[src/rtl/if_id_fetch_queue.sv]
// IF->ID decoupling FIFO: buffers up to DEPTH fetched {pc, inst} pairs and
// presents the oldest to ID, or an all-zero NOP bubble when empty.
module if_id_fetch_queue #(
  parameter int unsigned ADDR_W   = 32,
  parameter int unsigned INST_W   = 32,
  parameter int unsigned DEPTH    = 4,
  parameter int unsigned ID_STALL = 2
) (
  input  logic                         clk,
  input  logic                         rst,
  input  logic [5:0]                   stall,
  input  logic                         flush,
  input  logic                         if_valid,
  input  logic [ADDR_W-1:0]            if_pc,
  input  logic [INST_W-1:0]            if_inst,
  output logic                         if_ready,
  output logic                         stallreq_if,
  output logic                         id_valid,
  output logic [ADDR_W-1:0]            id_pc,
  output logic [INST_W-1:0]            id_inst,
  output logic [$clog2(DEPTH+1)-1:0]   count
);

  localparam int unsigned PTR_W = $clog2(DEPTH);
  localparam int unsigned CNT_W = $clog2(DEPTH + 1);
  localparam int unsigned ENT_W = ADDR_W + INST_W;

  logic [ENT_W-1:0] mem [DEPTH];
  logic [PTR_W-1:0] wr_ptr;
  logic [PTR_W-1:0] rd_ptr;
  logic             full;
  logic             empty;
  logic             push;
  logic             pop;
  logic [ENT_W-1:0] head;
  logic             unused_stall;

  assign full  = (count == CNT_W'(DEPTH));
  assign empty = (count == '0);
  assign push  = if_valid & ~full;
  assign pop   = ~empty & ~stall[ID_STALL];

  // Only the ID stall bit matters here; IF freezing is done by ctrl.
  assign unused_stall = ^stall;

  assign if_ready    = ~full;
  assign stallreq_if = full;

  // Head is read straight from storage; empty forces a zero NOP bubble.
  assign head     = mem[rd_ptr];
  assign id_valid = ~empty;
  assign id_pc    = empty ? '0 : head[ENT_W-1:INST_W];
  assign id_inst  = empty ? '0 : head[INST_W-1:0];

  // Pointer/count state; flush discards any same-cycle push and pop.
  always_ff @(posedge clk or negedge rst) begin
    if (!rst) begin
      wr_ptr <= '0;
      rd_ptr <= '0;
      count  <= '0;
    end else if (flush) begin
      wr_ptr <= '0;
      rd_ptr <= '0;
      count  <= '0;
    end else begin
      if (push) wr_ptr <= wr_ptr + PTR_W'(1);
      if (pop)  rd_ptr <= rd_ptr + PTR_W'(1);
      count <= count + CNT_W'(push) - CNT_W'(pop);
    end
  end

  // Storage needs no reset; count decides which entries are live.
  always_ff @(posedge clk) begin
    if (push && !flush) mem[wr_ptr] <= {if_pc, if_inst};
  end

endmodule

[config.mk]
export PLATFORM = sky130hd
export DESIGN_NAME = if_id_fetch_queue
export DESIGN_NICKNAME = d
export VERILOG_FILES = /design/src/rtl/if_id_fetch_queue.sv
export SDC_FILE = /design/constraint.sdc
export NUM_CORES = 1
export LEC_CHECK = 0
export ABC_AREA = 1
export CAP_MARGIN = 0
export CORE_UTILIZATION = 45
export DETAILED_ROUTE_END_ITERATION = 10
export GPL_TIMING_DRIVEN = 1
export PLACE_DENSITY = 0.75
export SYNTH_ARGS = -nofsm -noshare
export SYNTH_HDL_FRONTEND = slang
export SYNTH_SLANG_ARGS = --single-unit
[constraint.sdc]
create_clock -name clk -period 5.3 [get_ports clk]
set_input_delay 1.06 -clock clk [delete_from_list [all_inputs] [get_ports clk]]
set_output_delay 1.06 -clock clk [all_outputs]
set_load 0.03 [all_outputs]
==> results of run 1 <==
-- power by group through the flow --
stage | Clock [mW] | Combinational, mW | Sequential [mW]
finish | 1.74 | 2.78 | 2.53
global route | 1.86 | 2.97 | 2.55
CTS | 1.78 | 2.81 | 2.54
detailed placement | 0 | 2.79 | 2.58
global placement | 0 | 2.76 | 2.57
floorplan | 0 | 1.78 | 2.53
-- per-stage QoR --
stage          util (%)  setup WS [ns]  instances  cell area (um^2)
2_1_floorplan         -          0.767       1074             11400
3_3_place_gp       53.1           1.23       1499             13100
3_5_place_dp       53.1           1.21       1499             13100
4_1_cts            56.4          0.627       1544             13900
5_1_grt            56.4          0.385       1544             13900
6_report           56.4          0.681       1544             13900
-- routing by layer --
metal	up-vias	track usage [%]	routed length (um)
met5	-	0	13
met4	2	5.62	484
met3	41	3.42	1340
met2	185	34.3	12200
met1	3571	21.7	9540
li1	3658	-	-
-- cells in the mapped netlist (all sizes together) --
| cell | number |
|---|---|
| clkinv | 2 |
| edfxtp | 256 |
| dfrtp | 7 |
| nand2 | 268 |
| nor2 | 8 |
| fa | 1 |
| buf | 45 |
| nand4 | 4 |
| nand3 | 135 |
| clkbuf | 4 |
| inv | 273 |
| ha | 6 |
| a21oi | 65 |
-- logic make-up after synthesis --
logic type      Yosys count
compound gates           65
fa+ha+maj                 7
buf+inv                 324
flops                   263
simple gates            415
-- worst min path at each step --
stage,depth (start not counted),end,slack [ns]
5_1_grt,2,wr_ptr[0]$_DFFE_PN0P_,0.63
3_3_place_gp,2,wr_ptr[1]$_DFFE_PN0P_,0.56
6_report,2,wr_ptr[0]$_DFFE_PN0P_,0.61
3_5_place_dp,2,wr_ptr[1]$_DFFE_PN0P_,0.58
2_1_floorplan,2,wr_ptr[1]$_DFFE_PN0P_,0.52
4_1_cts,2,wr_ptr[1]$_DFFE_PN0P_,0.60
-- flip-flops by register name (all words and copies together), names as in the netlist --
signal / flops
rd_ptr: 2
count: 3
mem: 256
wr_ptr: 2
-- layout make-up --
type / count / area [um^2] / share of cell area (%)
sequential: 263 / 7870 / 56.7
multi-input combinational: 487 / 2260 / 16.3
tap: 324 / 405 / 2.92
clock buffer: 36 / 709 / 5.11
clock inverter: 9 / 93.8 / 0.676
timing repair buffer: 150 / 1500 / 10.8
inverter: 275 / 1040 / 7.47
-- worst register-to-register path: stages, from the launching register on --
cell and delay (ns):
dfrtp_1 0.43, inv_1 0.06, nand3_1 0.17, nand3_1 0.36
nor2_4 0.75, buf_12 0.36
==> results.toml, run 1 <==
[worst_setup_path]
r2r_end = "mem[1][49]$_DFFE_PP_"
required_ns = 4.24
path_buf_inv = 3
path_depth = 6
r2r_cells = 5
cp_cell_sequence = "inv_4, buf_4, nand2_1, nand3_1, a21oi_1, clkdlybuf4s50_1"
rr_startpoint = "count[1]$_DFF_PN0_"
cp.arrival_ns = 3.56
crit_type = "flip-flop to output port"
cp-end-kind = "output port"
path_delay_family = "buffers and inverters"
crit_path_max_fanout = 111
critPathSlowestCell = "dfrtp_4"
startpoint_type = "flip-flop"
critPathMaxStageDelay_ns = 0.89
r2r_slack_ns = 2.83
crit_path_end = "id_pc[12]"
startpoint = "rd_ptr[0]$_DFFE_PN0P_"

[timing]
relSlewSlack_pct = 22.0
period_minus_slack_ns = 4.62
setup_tns_ns = 0
setup_viol = 0
max_freq_mhz = 216
finalMaxSlewViolations = 0
period_share_pct = 87.2
hold_viol_final = 0
tightest_slew_ns = 1.17
fin_skew_ns = 0.0172
rsz0062_at_grt = "false"
hold_ws_ns = 0.608

[clock_tree]
cts_tree = "built"
postCtsResizedCells = 0
clk_path_buf_depth = 3
cts.sinks = 263
cts-root-buf = "clkbuf_16"
clkSlewWorstSetupHoldPaths_ns = 0.06
clk_latency_ns = 0.52
cts_setup_buffers = 0
cts_htree_levels = 1
holdBufCountCts = 0
cts_buffers = 27

[yosys]
ys_ff_latch = 263
netlist_instances = 1074
post_synth.cell_area_avg_um2 = 10.6
synth-xor-area-share_pct = 0
synth_cell_types = 20
synthSimpleGateAreaFrac_pct = 15.2
yosys_warnings = 0
synth_mux_area_share_pct = 0
synth_top_cell_area_share_pct = 67.3
synth_top_family_by_area = "simple AND/OR/NAND/NOR gates"
synth_fa_ha_area_share_pct = 0.832
synth_fp_nets = 1155
mappedNetlistArea_um2 = 11400
synth_top_area_cell = "edfxtp_1"
ys_seq_area_share_pct = 68.8
yosys-top-cells-area = "edfxtp_1, inv_1, nand2_1, nand3_1, a21oi_1"
synth-compound-area-share_pct = 3.50

[die]
core_area_um2 = 24600
die_y_um = 161
die-area_um2 = 26000
pin_count = 144
die_w_um = 161
rows = 57
start_util_pct = 46.5

[finish]
final_cell_mix = "inv_1, nand2_1, edfxtp_1, clkdlybuf4s50_1, nand3_1"
fillers = 2032
antenna_cells = 0
drive_gt1_share_pct = 6.15
layout_commonest_cell = "inv_1"
area_growth_pct = 21.4
layout.nets = 1285

[power]
finalPower_mw = 7.05
powerDensity_nw_per_um2 = 508
seq_power_share_pct = 35.9
switching_share_pct = 37.2
clkPwrFrac_pct = 24.7
p_comb_share_pct = 39.4
power.leakage_nw = 5.86
switchingPower_mw = 2.62
vdd_drop_max_uv = 353
intPower_mw = 4.43

[drt]
wirelength_um = 23600
drtIter0Drc = 370
avgRoutedWirePerCell_um = 15.3
via_count = 7457
antenna_left = 0
drt_first_pass_iters = 5
drc = 0
vias_per_cell = 4.83

[grt]
first_global_vias = 7622
antenna_found_initial = 1
grt_max_degree = 112
track_usage_pct = 18.5
grt_overflow = 0
grt_pass1_wl_um = 37800

[hold_path]
hp-class = "flip-flop to flip-flop"
worstHoldStart = "wr_ptr[0]$_DFFE_PN0P_"

[run]
cap_violations = 0

[place]
place_congestion = 0.750
port_buffers = 138
dp_hpwl_um = 13300

[run_status]
outcome = "finished clean"
No activity file was read; power rests on OpenSTA's default activity.
==> inputs of run 2 (changes only) <==
--- a/config.mk
+++ b/config.mk
@@ -8,9 +8,11 @@
 export ABC_AREA = 1
 export CAP_MARGIN = 0
 export CORE_UTILIZATION = 45
+export CTS_CLUSTER_SIZE = 12
 export DETAILED_ROUTE_END_ITERATION = 10
 export GPL_TIMING_DRIVEN = 1
 export PLACE_DENSITY = 0.75
 export SYNTH_ARGS = -nofsm -noshare
 export SYNTH_HDL_FRONTEND = slang
 export SYNTH_SLANG_ARGS = --single-unit
+export TNS_END_PERCENT = 5
==> run 2 against run 1 <==
Wire length fell by 0.44%; sequential power barely moved; flip-flop and latch count did not move; combinational power barely moved; utilization fell by 0.16 points; global-route usage rose by 0.12 points; non-clock buffer count did not move; largest cell class unchanged.
==> results.toml, run 2 (same netlist as run 1, synthesis figures left out) <==
[worst_setup_path]
path_delay_family = "buffers and inverters"
cp.arrival_ns = 3.56
r2r_end = "mem[1][52]$_DFFE_PP_"
rr_startpoint = "count[1]$_DFF_PN0_"
cp-end-kind = "output port"
path_buf_inv = 3
critPathMaxStageDelay_ns = 0.89
crit_path_max_fanout = 111
r2r_slack_ns = 2.81
startpoint = "rd_ptr[0]$_DFFE_PN0P_"
crit_type = "flip-flop to output port"
r2r_cells = 5
cp_cell_sequence = "inv_4, buf_4, nand2_1, nand3_1, a21oi_1, clkdlybuf4s50_1"
required_ns = 4.24
critPathSlowestCell = "dfrtp_4"
startpoint_type = "flip-flop"

[timing]
relSlewSlack_pct = 22.1
max_freq_mhz = 216
setup_viol = 0
tightest_slew_ns = 1.17
finalWorstSetupSlack_ns = 0.675
rsz0062_at_grt = "false"
period_minus_slack_ns = 4.62
period_share_pct = 87.3
setup_tns_ns = 0
fin_skew_ns = 0.00880
hold_viol_final = 0
finalMaxSlewViolations = 0

[finish]
final_cell_mix = "inv_1, nand2_1, edfxtp_1, clkdlybuf4s50_1, nand3_1"
utilization_pct = 56.2
layout.nets = 1285
fillers = 2033
largest_register_ffs = 256
regMostFlops = "mem"
antenna_cells = 0
reg.largest.list = "mem (256), count (3)"
layout_commonest_cell = "inv_1"
drive_gt1_share_pct = 6.17
area_growth_pct = 21.0

[clock_tree]
clk_latency_ns = 0.53
cts_htree_levels = 1
holdBufCountCts = 0
cts-root-buf = "clkbuf_16"
cts_setup_buffers = 0
cts_buffers = 27
cts.sinks = 263
clk_path_buf_depth = 3
cts_tree = "built"
clkSlewWorstSetupHoldPaths_ns = 0.06
postCtsResizedCells = 0

[drt]
drtIter0Drc = 383
vias_per_cell = 4.84
avgRoutedWirePerCell_um = 15.3
drc = 0
via_count = 7448
drt_first_pass_iters = 6
wirelength_um = 23500
antenna_left = 0

[grt]
antenna_found_initial = 1
first_global_vias = 7625
track_usage_pct = 18.7
grt_max_degree = 112
grt_overflow = 0
grt_pass1_wl_um = 37900

[hold_path]
hp-class = "flip-flop to flip-flop"
min_to = "wr_ptr[0]$_DFFE_PN0P_"
hold_depth = 2
worstHoldStart = "wr_ptr[0]$_DFFE_PN0P_"

[die]
pin_count = 144
rows = 57
start_util_pct = 46.5
core_area_um2 = 24600
die-area_um2 = 26000
die_w_um = 161
die_y_um = 161

[power]
powerDensity_nw_per_um2 = 505
power.leakage_nw = 5.84
vdd_drop_max_uv = 344

[run]
cap_violations = 0

[place]
port_buffers = 138
place_ws_ns = 1.21
dp_hpwl_um = 13300
place_congestion = 0.750

[run_status]
outcome = "finished clean"
[run 2: area by class of cell]
type | instances | area, um^2 | area share, %
Clock buffer | 34 | 702 | 5.07
Clock inverter | 6 | 61.3 | 0.443
Inverter | 275 | 1040 | 7.49
Multi-Input combinational cell | 487 | 2260 | 16.4
Sequential cell | 263 | 7870 | 56.9
Tap cell | 324 | 405 | 2.93
Timing Repair Buffer | 150 | 1500 | 10.8
[run 2: worst max-delay path by stage]
stage,to,slack (ns),cells past startpoint
floorplan,mem[0][0]$_DFFE_PP_,0.77,3
finish,id_pc[12],0.68,6
global route,id_pc[12],0.37,6
CTS,id_pc[12],0.61,6
detailed placement,id_pc[12],1.21,6
global placement,id_pc[12],1.23,6
[run 2: report_power, final]
group	total, mW	leakage (nW)	internal (mW)	switching, mW
Clock	1.69	0.372	0.970	0.716
Combinational	2.77	3.06	0.977	1.79
Sequential	2.53	2.41	2.43	0.108
[run 2: per-layer routing]
layer / vias to the layer above / part of all wire (%) / global-route usage, %
li1: 3650 / - / -
met3: 39 / 5.4 / 3.65
met2: 185 / 52 / 34.4
met5: - / 0.055 / 0
met4: 2 / 2.4 / 5.36
met1: 3572 / 40 / 22.0
[run 2: per-stage QoR]
stage               cells  area (um^2)  hold slack [ns]  total power, mW
floorplan            1074        11400            0.520             4.31
global placement     1499        13100            0.564             5.33
detailed placement   1499        13100            0.585             5.37
CTS                  1539        13800            0.600             7.07
global route         1539        13800            0.633             7.33
finish               1539        13800            0.603             6.99
[run 2: worst register-to-register path: cells and delay by family, from the launching register on]
kind,cells,cell delay [ns]
buffers and inverters,2,0.43
flip-flops,1,0.43
AND/OR/NAND/NOR,3,1.27
